--- config.mk ---
export PLATFORM = sky130hd
export DESIGN_NAME = display_uart_tx
export DESIGN_NICKNAME = d
export VERILOG_FILES = /design/src/rtl/display_uart_tx.sv
export SDC_FILE = /design/constraint.sdc
export NUM_CORES = 1
export LEC_CHECK = 0
export CORE_ASPECT_RATIO = 1.5
export CORE_UTILIZATION = 46
export CTS_CLUSTER_DIAMETER = 100
export DETAILED_ROUTE_END_ITERATION = 16
export GPL_TIMING_DRIVEN = 0
export PLACE_DENSITY = 0.69
export REMOVE_ABC_BUFFERS = 1
export SYNTH_ARGS = -nofsm -noshare
export SYNTH_HDL_FRONTEND = slang
export SYNTH_SLANG_ARGS = --single-unit
export TNS_END_PERCENT = 5
--- constraint.sdc ---
create_clock -name clk -period 7.55 [get_ports clk]
set_input_delay 1.8875 -clock clk [delete_from_list [all_inputs] [get_ports clk]]
set_output_delay 1.8875 -clock clk [all_outputs]
set_load 0.005 [all_outputs]
--- src/rtl/display_uart_tx.sv ---
// display_uart_tx: streams the display buffer as 8N1 UART frames (CR then every character)
// whenever the buffer contents change or a refresh is requested.
module display_uart_tx #(
    parameter int DisplayBufferSize = 256,
    parameter int ClksPerBit        = 868,
    parameter int CharIndexWidth    = 6
) (
    input  logic                         clk,
    input  logic                         reset,
    input  logic [DisplayBufferSize-1:0] DisplayBuffer,
    input  logic                         TxEn,
    input  logic                         Refresh,
    output logic                         Tx,
    output logic                         Busy,
    output logic                         FrameDone
);
    localparam int NCHAR = DisplayBufferSize / 8;
    localparam int BW    = $clog2(ClksPerBit);

    typedef enum logic [1:0] {IDLE, START, DATA, STOP} state_t;

    state_t                       state_q;
    logic [DisplayBufferSize-1:0] shadow_q;
    logic                         pending_q;
    logic [BW-1:0]                baud_q;
    logic [2:0]                   bit_q;
    logic [CharIndexWidth-1:0]    char_q;
    logic [7:0]                   shift_q;
    logic                         tx_q;
    logic                         busy_q;
    logic                         done_q;

    logic       trigger;
    logic       bit_end;
    logic       more;
    logic [7:0] raw_char;
    logic [7:0] next_char;

    assign trigger   = state_q == IDLE && TxEn && (DisplayBuffer != shadow_q || Refresh || pending_q);
    assign bit_end   = baud_q == BW'(ClksPerBit - 1);
    assign more      = char_q < CharIndexWidth'(NCHAR);
    // address 0 is the top byte of the buffer
    assign raw_char  = 8'(shadow_q >> (8 * (NCHAR - 1 - int'(char_q))));
    assign next_char = raw_char == 8'h00 ? 8'h20 : raw_char;

    assign Tx        = tx_q;
    assign Busy      = busy_q;
    assign FrameDone = done_q;

    always_ff @(posedge clk) begin
        if (reset) begin
            state_q   <= IDLE;
            shadow_q  <= '0;
            pending_q <= 1'b0;
            baud_q    <= '0;
            bit_q     <= '0;
            char_q    <= '0;
            shift_q   <= '0;
            tx_q      <= 1'b1;
            busy_q    <= 1'b0;
            done_q    <= 1'b0;
        end else begin
            done_q    <= 1'b0;
            baud_q    <= (state_q == IDLE || bit_end) ? '0 : baud_q + 1'b1;
            pending_q <= trigger ? 1'b0 : (pending_q | Refresh);
            case (state_q)
                IDLE: if (trigger) begin
                    shadow_q <= DisplayBuffer;
                    shift_q  <= 8'h0D;
                    char_q   <= '0;
                    tx_q     <= 1'b0;
                    busy_q   <= 1'b1;
                    state_q  <= START;
                end
                START: if (bit_end) begin
                    tx_q    <= shift_q[0];
                    shift_q <= shift_q >> 1;
                    bit_q   <= '0;
                    state_q <= DATA;
                end
                DATA: if (bit_end) begin
                    tx_q    <= bit_q == 3'd7 ? 1'b1 : shift_q[0];
                    shift_q <= shift_q >> 1;
                    bit_q   <= bit_q + 3'd1;
                    state_q <= bit_q == 3'd7 ? STOP : DATA;
                end
                STOP: if (bit_end) begin
                    if (more) begin
                        shift_q <= next_char;
                        char_q  <= char_q + 1'b1;
                        tx_q    <= 1'b0;
                        state_q <= START;
                    end else begin
                        busy_q  <= 1'b0;
                        done_q  <= 1'b1;
                        state_q <= IDLE;
                    end
                end
                default: state_q <= IDLE;
            endcase
        end
    end
endmodule

==> flow_metrics.py <==
metrics = {
    "floorplanning": {
        "core_mm2": 0.0341,
        "initial_core_util_pct": 46.6,
        "pin_count": 263,
        "rows": 83,
        "die_h_um": 230,
        "fp.dieW_um": 154,
        "dieArea_mm2": 0.0353,
    },
    "routing": {
        "routed-via-count": 13300,
        "drtPass1Iterations": 5,
        "wl_mm": 56.2,
        "drcViolationCount": 0,
        "postRouteAntennaNets": 0,
        "drt-wirelength-per-cell_um": 24.5,
        "via_per_inst": 5.79,
        "drtIter0Drc": 983,
    },
    "yosys": {
        "yosysSeqAreaShare_pct": 36.4,
        "synth_edf_count": 0,
        "synth_warnings": 0,
        "ys_ff_latch": 289,
        "yosys-top-cells-area": "dfxtp_1 (36%), mux2i_1 (17%), mux4_2 (10%), nor2_1 (6.8%), xnor2_1 (6.8%)",
        "synth_flop_cell": "dfxtp_1",
        "synth_top_area_share_pct": 36.4,
        "syn_area_mm2": 0.0159,
        "async_flop_share_pct": 0,
        "synth_cells": 1609,
        "postSynthAreaPerCell_um2": 9.87,
        "yosys-top-cells-count": "dfxtp_1 (289), nor2_1 (287), mux2i_1 (264)",
        "yosysUniqueCellTypes": 53,
        "synth_most_common_cell": "dfxtp_1",
        "synth_top_area_cell": "dfxtp_1",
    },
    "worst_setup_path": {
        "endpoint_kind": "flip-flop",
        "crit_type": "input pin to flip-flop",
        "start_kind": "input pin",
        "arrival_ns": 6.40,
        "crit_required_ns": 7.99,
        "critPathMaxFanout": 22,
    },
    "global_route": {
        "grt_max_degree": 144,
        "grt_pass1_wl_mm": 81.9,
        "antenna_found_initial": 3,
        "overflow": 0,
        "grt_pass1_vias": 13200,
        "grt_util_all_layers_pct": 31.7,
    },
    "timing": {
        "finalWorstSetupSlack_ns": 1.59,
        "max-slew-margin-rel_pct": 5.99,
        "drv_slew": 0,
        "worst_slew_pin_slew_ns": 1.37,
        "fin_crit_ns": 5.96,
        "max_freq_mhz": 168,
        "rsz0062_at_grt": "no",
        "fin_crit_sh_pct": 78.9,
        "clock_skew_ns": 0.0146,
        "setup_viol": 0,
        "hold_viol_final": 0,
    },
    "clocking": {
        "cts_tree": "done",
        "insertion_delay_ns": 0.58,
        "htreeDepth": 1,
        "numCtsBuffers": 30,
        "root_buffer": "clkbuf_16",
        "path_clk_slew_ns": 0.06,
        "post-cts-setup-buffer-count": 0,
        "cts.path.max_buffers": 3,
        "ctsHoldBuffers": 0,
        "cts_resized": 0,
        "cts_sinks": 289,
    },
    "power": {
        "combPwrFrac_pct": 34.1,
        "p_int_mw": 3.71,
        "p_switching_mw": 1.88,
        "total_leakage_power_nw": 7.59,
        "p_per_area_mw_per_mm2": 279,
        "total_power_mw": 5.59,
        "p_sw_share_pct": 33.6,
        "seqPwrFrac_pct": 37.6,
        "clkPwrFrac_pct": 28.3,
        "vdd_drop_max_mv": 0.179,
    },
    "run_status": {
        "status": "finished, final reports clean",
    },
    "placement": {
        "io_buffers": 262,
        "place_hpwl_mm": 44.5,
        "routabilityCongestion": 0.938,
        "place_ws_ns": 1.22,
    },
    "hold_path": {
        "min_path_type": "flip-flop to flip-flop",
    },
    "final_layout": {
        "fill_cells": 3044,
        "num-nets-final": 2106,
        "syn2layout_area_growth_pct": 26.3,
        "drive_gt1_share_pct": 8.11,
    },
    "run": {
        "cap_violations": 0,
    },
}
## power by group through the flow
stage / sequential [mW] / clock (mW) / combinational (mW)
2_1_floorplan: 1.90 / 0 / 1.77
3_3_place_gp: 1.92 / 0 / 2.04
3_5_place_dp: 2.12 / 0 / 1.88
4_1_cts: 2.09 / 1.60 / 1.90
5_1_grt: 2.12 / 1.66 / 2.04
6_report: 2.10 / 1.58 / 1.91
## stage by stage
| step | TNS [ns] | util [%] | std cells | cell area, um^2 | hold WS (ns) |
|---|---|---|---|---|---|
| global placement | -6310.84 | 54.4 | 2213 | 18500 | 0.437 |
| global route | 0 | 58.9 | 2290 | 20100 | 0.485 |
| CTS | 0 | 58.9 | 2287 | 20100 | 0.454 |
| detailed placement | 0 | 55.8 | 2231 | 19000 | 0.445 |
| finish | 0 | 58.9 | 2290 | 20100 | 0.451 |
| floorplan | -4138.65 | - | 1526 | 15400 | 0.429 |
## metal layers
layer  global-route usage, %  share of wire, %  vias up
met4                    22.3               7.4        0
met5                       0                 0        -
li1                        -                 -     6164
met1                    37.2                38     6402
met3                    3.24               5.3      152
met2                    54.2                49      542
## layout by cell type (no fill, tap or decap), types with 4 or more instances in the layout
| cell | count |
|---|---|
| buf_16 | 13 |
| nand2_1 | 33 |
| nor3_1 | 6 |
| o31ai_1 | 5 |
| nand2b_1 | 45 |
| clkdlybuf4s50_1 | 261 |
| mux4_2 | 73 |
| o22ai_1 | 22 |
| nor2b_1 | 51 |
| o21a_1 | 8 |
| nor4_1 | 28 |
| mux2i_1 | 264 |
| clkbuf_1 | 5 |
| o32ai_1 | 4 |
| buf_12 | 5 |
| ha_1 | 8 |
| a22oi_1 | 7 |
| nand3_1 | 10 |
| clkbuf_16 | 31 |
| o2111ai_1 | 14 |
| inv_1 | 82 |
| dfxtp_1 | 287 |
| xnor2_1 | 123 |
| clkbuf_8 | 9 |
| a21oi_1 | 15 |
| nand4_1 | 40 |
| xor2_1 | 39 |
| a221o_1 | 5 |
| nor2_1 | 287 |
| a2111o_1 | 12 |
| a2111oi_0 | 7 |
| a32oi_1 | 7 |
| clkinv_2 | 6 |
| or4_1 | 6 |
## worst max-delay path: stages
cell             delay (ns)
clkdlybuf4s50_1        0.49
nor2b_1                0.17
a2111oi_0              1.16
nand4_1                0.43
nor3_1                 0.37
and4_1                 0.40
a31oi_4                0.25
buf_16                 0.26
buf_16                 0.18
buf_12                 0.18
buf_16                 0.18
buf_12                 0.18
mux2i_1                0.18
nor2_1                 0.05
## flip-flops by register name, summed over array words and instances, names as in the netlist
name	flops
shadow_q	256
baud_q	10
shift_q	8
char_q	6
bit_q	3
state_q	2
Busy	1
FrameDone	1
Tx	1
pending_q	1
## kinds of logic after synthesis
| group | Yosys count | synth area share [%] |
|---|---|---|
| AO/OA/AOI/OAI | 129 | 6.36 |
| buffers and inverters | 167 | 5.25 |
| flip-flops | 289 | 36.4 |
| multiplexers | 337 | 27.0 |
| adder cells (fa/ha/maj) | 8 | 0.630 |
| AND/OR/NAND/NOR | 517 | 15.4 |
| XOR/XNOR | 162 | 8.94 |
## area by class of cell
type | count | area [um^2] | share of cell area, %
tap | 425 | 532 | 2.65
timing repair buffer | 280 | 3090 | 15.4
multi-input combinational | 1153 | 9280 | 46.2
clock buffer | 45 | 918 | 4.58
sequential | 289 | 5790 | 28.9
clock inverter | 11 | 135 | 0.674
inverter | 84 | 315 | 1.57
antenna | 3 | 7.51 | 0.0374
## final timing paths
kind | depth (start not counted) | endpoint | from | slack, ns
max | 14 | shadow_q[22] | DisplayBuffer[244] | 1.59
min | 2 | shift_q[7] | shift_q[7] | 0.45
min reg2reg | 2 | shift_q[7] | shift_q[7] | 0.45
max reg2reg | 13 | shadow_q[22] | shadow_q[244] | 3.05
(Power assumes the default switching activity.)
